<file path="src/rtl/video_timing_gen.sv">
// Parametrised raster timing generator.
// Owns the h/v/field counters, decodes sync, valid and start windows from
// parameters, and delays the decoded timing by DELAY pixel strobes so it
// lines up with the RGB pipeline. hcount/vcount are the raw counters.
module video_timing_gen #(
  parameter int H_W               = 6,
  parameter int V_W               = 9,
  parameter int H_PERIOD          = 64,
  parameter int H_SYNC_BEGIN      = 56,
  parameter int H_SYNC_END        = 61,
  parameter int H_VALID_BEGIN     = 3,
  parameter int H_VALID_END       = 53,
  parameter int V_PERIOD          = 260,
  parameter int V_SYNC_BEGIN      = 251,
  parameter int V_SYNC_END        = 254,
  parameter int V_VALID_BEGIN     = 8,
  parameter int V_VALID_END       = 248,
  parameter int HSYNC_ACTIVE_HIGH = 0,
  parameter int VSYNC_ACTIVE_HIGH = 0,
  parameter int DELAY             = 0,
  parameter int INTERLACE         = 0
) (
  input  logic           clk,
  input  logic           rst,
  input  logic           pix_en,
  output logic [H_W-1:0] hcount,
  output logic [V_W-1:0] vcount,
  output logic           hsync,
  output logic           vsync,
  output logic           blank_n,
  output logic           line_start,
  output logic           frame_start,
  output logic           field
);

  // Timing word layout: {hsync, vsync, blank_n, line_start, frame_start, field}
  localparam int NB = 6;
  localparam logic [NB-1:0] IDLE = {(HSYNC_ACTIVE_HIGH == 0), (VSYNC_ACTIVE_HIGH == 0), 4'b0000};

  generate
    if ((H_PERIOD < 1) || ((H_PERIOD - 1) >= (1 << H_W))) begin : g_bad_h_w
      $error("H_W cannot hold H_PERIOD-1");
    end
    if ((V_PERIOD < 1) || (V_PERIOD >= (1 << V_W))) begin : g_bad_v_w
      $error("V_W cannot hold V_PERIOD");
    end
    if ((DELAY < 0) || (DELAY > 15)) begin : g_bad_delay
      $error("DELAY must be in 0..15");
    end
  endgenerate

  // Half-open window; an empty or inverted window is never active.
  function automatic logic in_window(input logic [31:0] c, input logic [31:0] b,
                                     input logic [31:0] e);
    return (c >= b) && (c < e);
  endfunction

  // Map an "active" condition onto the configured output level.
  function automatic logic apply_pol(input logic act, input int active_high);
    return (active_high != 0) ? act : ~act;
  endfunction

  logic [H_W-1:0] r_h;
  logic [V_W-1:0] r_v;
  logic           r_field;
  logic           w_h_last;
  logic [V_W-1:0] w_v_last;
  logic [31:0]    w_h32;
  logic [31:0]    w_v32;
  logic [NB-1:0]  w_dec;
  logic [NB-1:0]  r_stage_p [0:DELAY];

  assign w_h_last = (r_h == H_W'(H_PERIOD - 1));

  // Last line of the current field; the odd field is one line longer when interlaced.
  always_comb begin
    w_v_last = V_W'(V_PERIOD - 1);
    if ((INTERLACE != 0) && r_field) w_v_last = V_W'(V_PERIOD);
  end

  // Raster counters and field flag, advancing one pixel per strobe.
  always_ff @(posedge clk) begin
    if (rst) begin
      r_h     <= '0;
      r_v     <= '0;
      r_field <= 1'b0;
    end else if (pix_en) begin
      if (w_h_last) begin
        r_h <= '0;
        if (r_v == w_v_last) begin
          r_v <= '0;
          if (INTERLACE != 0) r_field <= ~r_field;
        end else begin
          r_v <= r_v + 1'b1;
        end
      end else begin
        r_h <= r_h + 1'b1;
      end
    end
  end

  // Combinational decode of the current counter position into a timing word.
  always_comb begin
    w_h32 = 32'(r_h);
    w_v32 = 32'(r_v);
    w_dec = {apply_pol(in_window(w_h32, H_SYNC_BEGIN, H_SYNC_END), HSYNC_ACTIVE_HIGH),
             apply_pol(in_window(w_v32, V_SYNC_BEGIN, V_SYNC_END), VSYNC_ACTIVE_HIGH),
             in_window(w_h32, H_VALID_BEGIN, H_VALID_END) &&
               in_window(w_v32, V_VALID_BEGIN, V_VALID_END),
             (r_h == '0),
             (r_h == '0) && (r_v == '0),
             r_field};
  end

  // Stage 0 registers the decode; stages 1..DELAY form the pixel-strobe delay line.
  always_ff @(posedge clk) begin
    if (rst) begin
      for (int i = 0; i <= DELAY; i++) r_stage_p[i] <= IDLE;
    end else if (pix_en) begin
      r_stage_p[0] <= w_dec;
      for (int i = 1; i <= DELAY; i++) r_stage_p[i] <= r_stage_p[i-1];
    end
  end

  assign hcount = r_h;
  assign vcount = r_v;
  assign {hsync, vsync, blank_n, line_start, frame_start, field} = r_stage_p[DELAY];

endmodule

</file>
<file path="config.mk">
export PLATFORM = sky130hd
export DESIGN_NAME = video_timing_gen
export DESIGN_NICKNAME = d
export VERILOG_FILES = /design/src/rtl/video_timing_gen.sv
export SDC_FILE = /design/constraint.sdc
export NUM_CORES = 1
export LEC_CHECK = 0
export BUFFER_PORTS_ARGS = -buffer_cell sky130_fd_sc_hd__buf_2
export CORE_UTILIZATION = 46
export CTS_CLUSTER_DIAMETER = 50
export CTS_CLUSTER_SIZE = 12
export DETAILED_ROUTE_END_ITERATION = 16
export PLACE_DENSITY = 0.83
export SLEW_MARGIN = 20
export SYNTH_ARGS = -nofsm -noshare
export SYNTH_HDL_FRONTEND = slang
export SYNTH_SLANG_ARGS = --single-unit
</file>
<file path="constraint.sdc">
create_clock -name clk -period 1.32 [get_ports clk]
set_input_delay 0.264 -clock clk [delete_from_list [all_inputs] [get_ports clk]]
set_output_delay 0.264 -clock clk [all_outputs]
set_load 0.05 [all_outputs]
</file>
==> impl_metrics.json <==
{
  "wl_mm": 2.982,
  "floorplan.initialDensity_pct": 50.50,
  "leakagePower_nw": 0.5790,
  "path_cells": "or4_4, nor3_4, a31o_2, nor2_1",
  "critical_path.slowest_cell": "or4_4",
  "power.share.clock_pct": 28.3,
  "timing.critical_path.from_type": "flip-flop",
  "row_count": 16,
  "htreeDepth": 1,
  "cts-hold-fix-buffers": 0,
  "placeableCoreArea_um2": 2022,
  "grt_max_degree": 12,
  "root_buffer": "clkbuf_4",
  "synth_area_per_cell_um2": 9.198,
  "grt_pass1_vias": 907,
  "finalCriticalPeriod_ps": 1538,
  "die-area_um2": 2412,
  "clock_latency_ps": 320,
  "min_period_over_period_pct": 116.5,
  "cp.required_ps": 1530,
  "synth-edff-count": 5,
  "yosysSeqAreaShare_pct": 44.12,
  "postCtsSetupBuffers": 0,
  "end_kind": "flip-flop",
  "filler_cell_count": 140,
  "p_sw_uw": 327.1,
  "detailedPlace.worstSlack_ps": -181.4,
  "setup_ws_ps": -217.5,
  "buffer_ports.inserted": 22,
  "vdd_ir_drop_max_mv": 0.6368,
  "drive_above_1_share_pct": 52.67,
  "slew_violations": 0,
  "critPathBufInv": 0,
  "max_clk_rate_mhz": 650.4,
  "grt_antenna_before_repair": 0,
  "detail_route.drc_violations": 0,
  "hold_depth": 3,
  "place.gp.congestion": 0.8674,
  "worst-setup-path-type": "reg -> reg",
  "timing.hold.worst.start": "rst",
  "timing.max_cap.violations": 0,
  "die_outline_height_um": 49.11,
  "reg2reg_to": "vcount[8]$_SDFFE_PP0P_",
  "ys_top_cells_by_area": "dfxtp_1 29%, edfxtp_1 15%, xnor2_1 7.7%",
  "io_pins": 24,
  "clock_tree.buffer_depth": 2,
  "dominantRegCellSynth": "dfxtp_1",
  "synthesis_to_layout_area_growth_pct": 44.36,
  "yosysUniqueCellTypes": 31,
  "yosys_register_bits": 20,
  "vias_per_cell": 5.797,
  "p_comb_share_pct": 14.7,
  "timing.final.hold_violations": 0,
  "netlist_area_um2": 1021,
  "p_per_area_nw_per_um2": 754.3,
  "place_hpwl_mm": 1.833,
  "critPathMaxFanout": 5,
  "rr_startpoint": "vcount[3]$_SDFFE_PP0P_",
  "worstPathArrival_ps": 1750,
  "clk_transition_reported_paths_ps": 120,
  "outcome": "complete, but fails checks",
  "clock_skew_ps": 7.405,
  "gr-max-usage-layer": "met2",
  "mostFrequentLayoutCell": "buf_4",
  "synthArstFlopShare_pct": 0,
  "final_cell_mix": "25 x buf_4, 16 x nor2_1, 11 x dfxtp_4",
  "cts-buffers-inserted": 3,
  "n_antenna_cell": 0,
  "worst_hold_slack_ps": 326.8,
  "cts.sink_count": 20,
  "timing.critical_path.max_delay_family": "simple AND/OR/NAND/NOR gates",
  "r2r.worst_path.cells": 4,
  "globalRouteOverflowTotal": 0,
  "drt_first_iter_violations": 57,
  "final_net_count": 158,
  "worstHoldEndpoint": "hcount[2]$_SDFFE_PP0P_",
  "post_synth_inst_count": 111,
  "final-setup-viol-count": 11,
  "gr-usage-met2_pct": 39.27,
  "synth_top_area_share_pct": 29.41,
  "failing_checks": "negative setup slack",
  "seq_power_share_pct": 57.0,
  "tritoncts_clock_tree": "yes",
  "hold_class": "in -> reg",
  "groute.layer.met3.usage_pct": 4.984,
  "gr-usage-met1_pct": 32.02,
  "critical_path_depth": 4,
  "power_report.internal_total_uw": 784.6,
  "yosysTopAreaCell": "dfxtp_1",
  "p_sw_share_pct": 29.42,
  "yosys_warning_count": 0,
  "vias": 1026,
  "drt_first_pass_iters": 4,
  "synth_net_count": 118,
  "r2r_setup_slk_ps": -220,
  "routedWlPerCell_um": 16.85,
  "rsz0062_at_grt": "true",
  "die_width_um": 49.11,
  "combined_global_route_utilization_of_all_metal_layers_pct": 24.57,
  "grt_pass1_wl_mm": 4.388,
  "antenna_violating_nets_post_route": 0,
  "worst_path_largest_cell_delay_ps": 550
}
-- layout make-up --
class                           count  area, um2  area share (%)
Sequential cell                    20      496.7           33.70
Multi-Input combinational cell     79      600.6           40.75
Clock inverter                      1      3.754          0.2547
Clock buffer                        3      22.52           1.528
Inverter                            7      31.28           2.122
Timing Repair Buffer               40      285.3           19.35
Tap cell                           27      33.78           2.292
-- tightest hold or removal path: stages --
cell	delay [ps]
buf_2	140
buf_4	160
nor2_1	40
-- stage by stage --
stage | area (um2) | TNS, ps | utilization, % | total power [mW] | std cells
after floorplan | 1109 | -1800 | - | 0.7614 | 111
after global placement | 1344 | -1099 | 66.46 | 0.7859 | 172
after detailed placement | 1344 | -1652 | 66.46 | 0.7892 | 172
after CTS | 1424 | -1732 | 70.42 | 1.090 | 177
after global routing | 1474 | -2411 | 72.90 | 1.151 | 177
final | 1474 | -1970 | 72.90 | 1.112 | 177
-- power by group through the flow --
stage	clock network (mW)	logic, mW	registers, mW
floorplan	0	0.0554	0.706
global placement	0	0.135	0.651
detailed placement	0	0.139	0.651
CTS	0.309	0.144	0.636
global route	0.344	0.172	0.635
finish	0.315	0.164	0.633
-- cells by family after synthesis --
| group | after synthesis | share of synthesized area, % |
|---|---|---|
| simple gates | 50 | 26.59 |
| flops | 20 | 44.12 |
| buf+inv | 13 | 6.495 |
| xor+xnor | 12 | 10.30 |
| compound gates | 10 | 6.250 |
| fa+ha+maj | 4 | 4.902 |
| other cells | 1 | 0.3673 |
| mux | 1 | 0.9804 |
-- cells in the mapped netlist (all sizes together) (2+ instances only) --
cell type and n:
nor3 6, nand2 7, o21ai 3, nor2 18, nor4 5, nand4 4, a21oi 3, or4 2
buf 5, ha 4, edfxtp 5, nand3 5, inv 7, xnor2 9, dfxtp 15, xor2 3
-- state kept, by name, indices dropped and copies added (netlist names) --
name	cells
r_stage_p	5
hcount	6
vcount	9
-- metal layers --
metal | routed length [um] | vias up
met4 | 108 | 0
met1 | 1201 | 479
li1 | - | 469
met2 | 1489 | 61
met3 | 183 | 17
met5 | 0 | -
-- worst max-delay path by stage --
stage	from	endpoint	slack, ps
2_1_floorplan	vcount[3]$_SDFFE_PP0P_	vcount[5]$_SDFFE_PP0P_	-190
3_3_place_gp	vcount[3]$_SDFFE_PP0P_	vcount[6]$_SDFFE_PP0P_	-120
3_5_place_dp	vcount[3]$_SDFFE_PP0P_	vcount[8]$_SDFFE_PP0P_	-180
4_1_cts	vcount[3]$_SDFFE_PP0P_	vcount[5]$_SDFFE_PP0P_	-190
5_1_grt	vcount[0]$_SDFFE_PP0P_	vcount[6]$_SDFFE_PP0P_	-250
6_report	vcount[3]$_SDFFE_PP0P_	vcount[8]$_SDFFE_PP0P_	-220
-- timing repair --
| item | in CTS | in global routing |
|---|---|---|
| gates resized for setup | 13 | 19 |
| pin swaps | 7 | 4 |
| gates cloned | 1 | 0 |
| setup endpoints to repair | 20 | 21 |
Power figures use the tool's default switching activity.
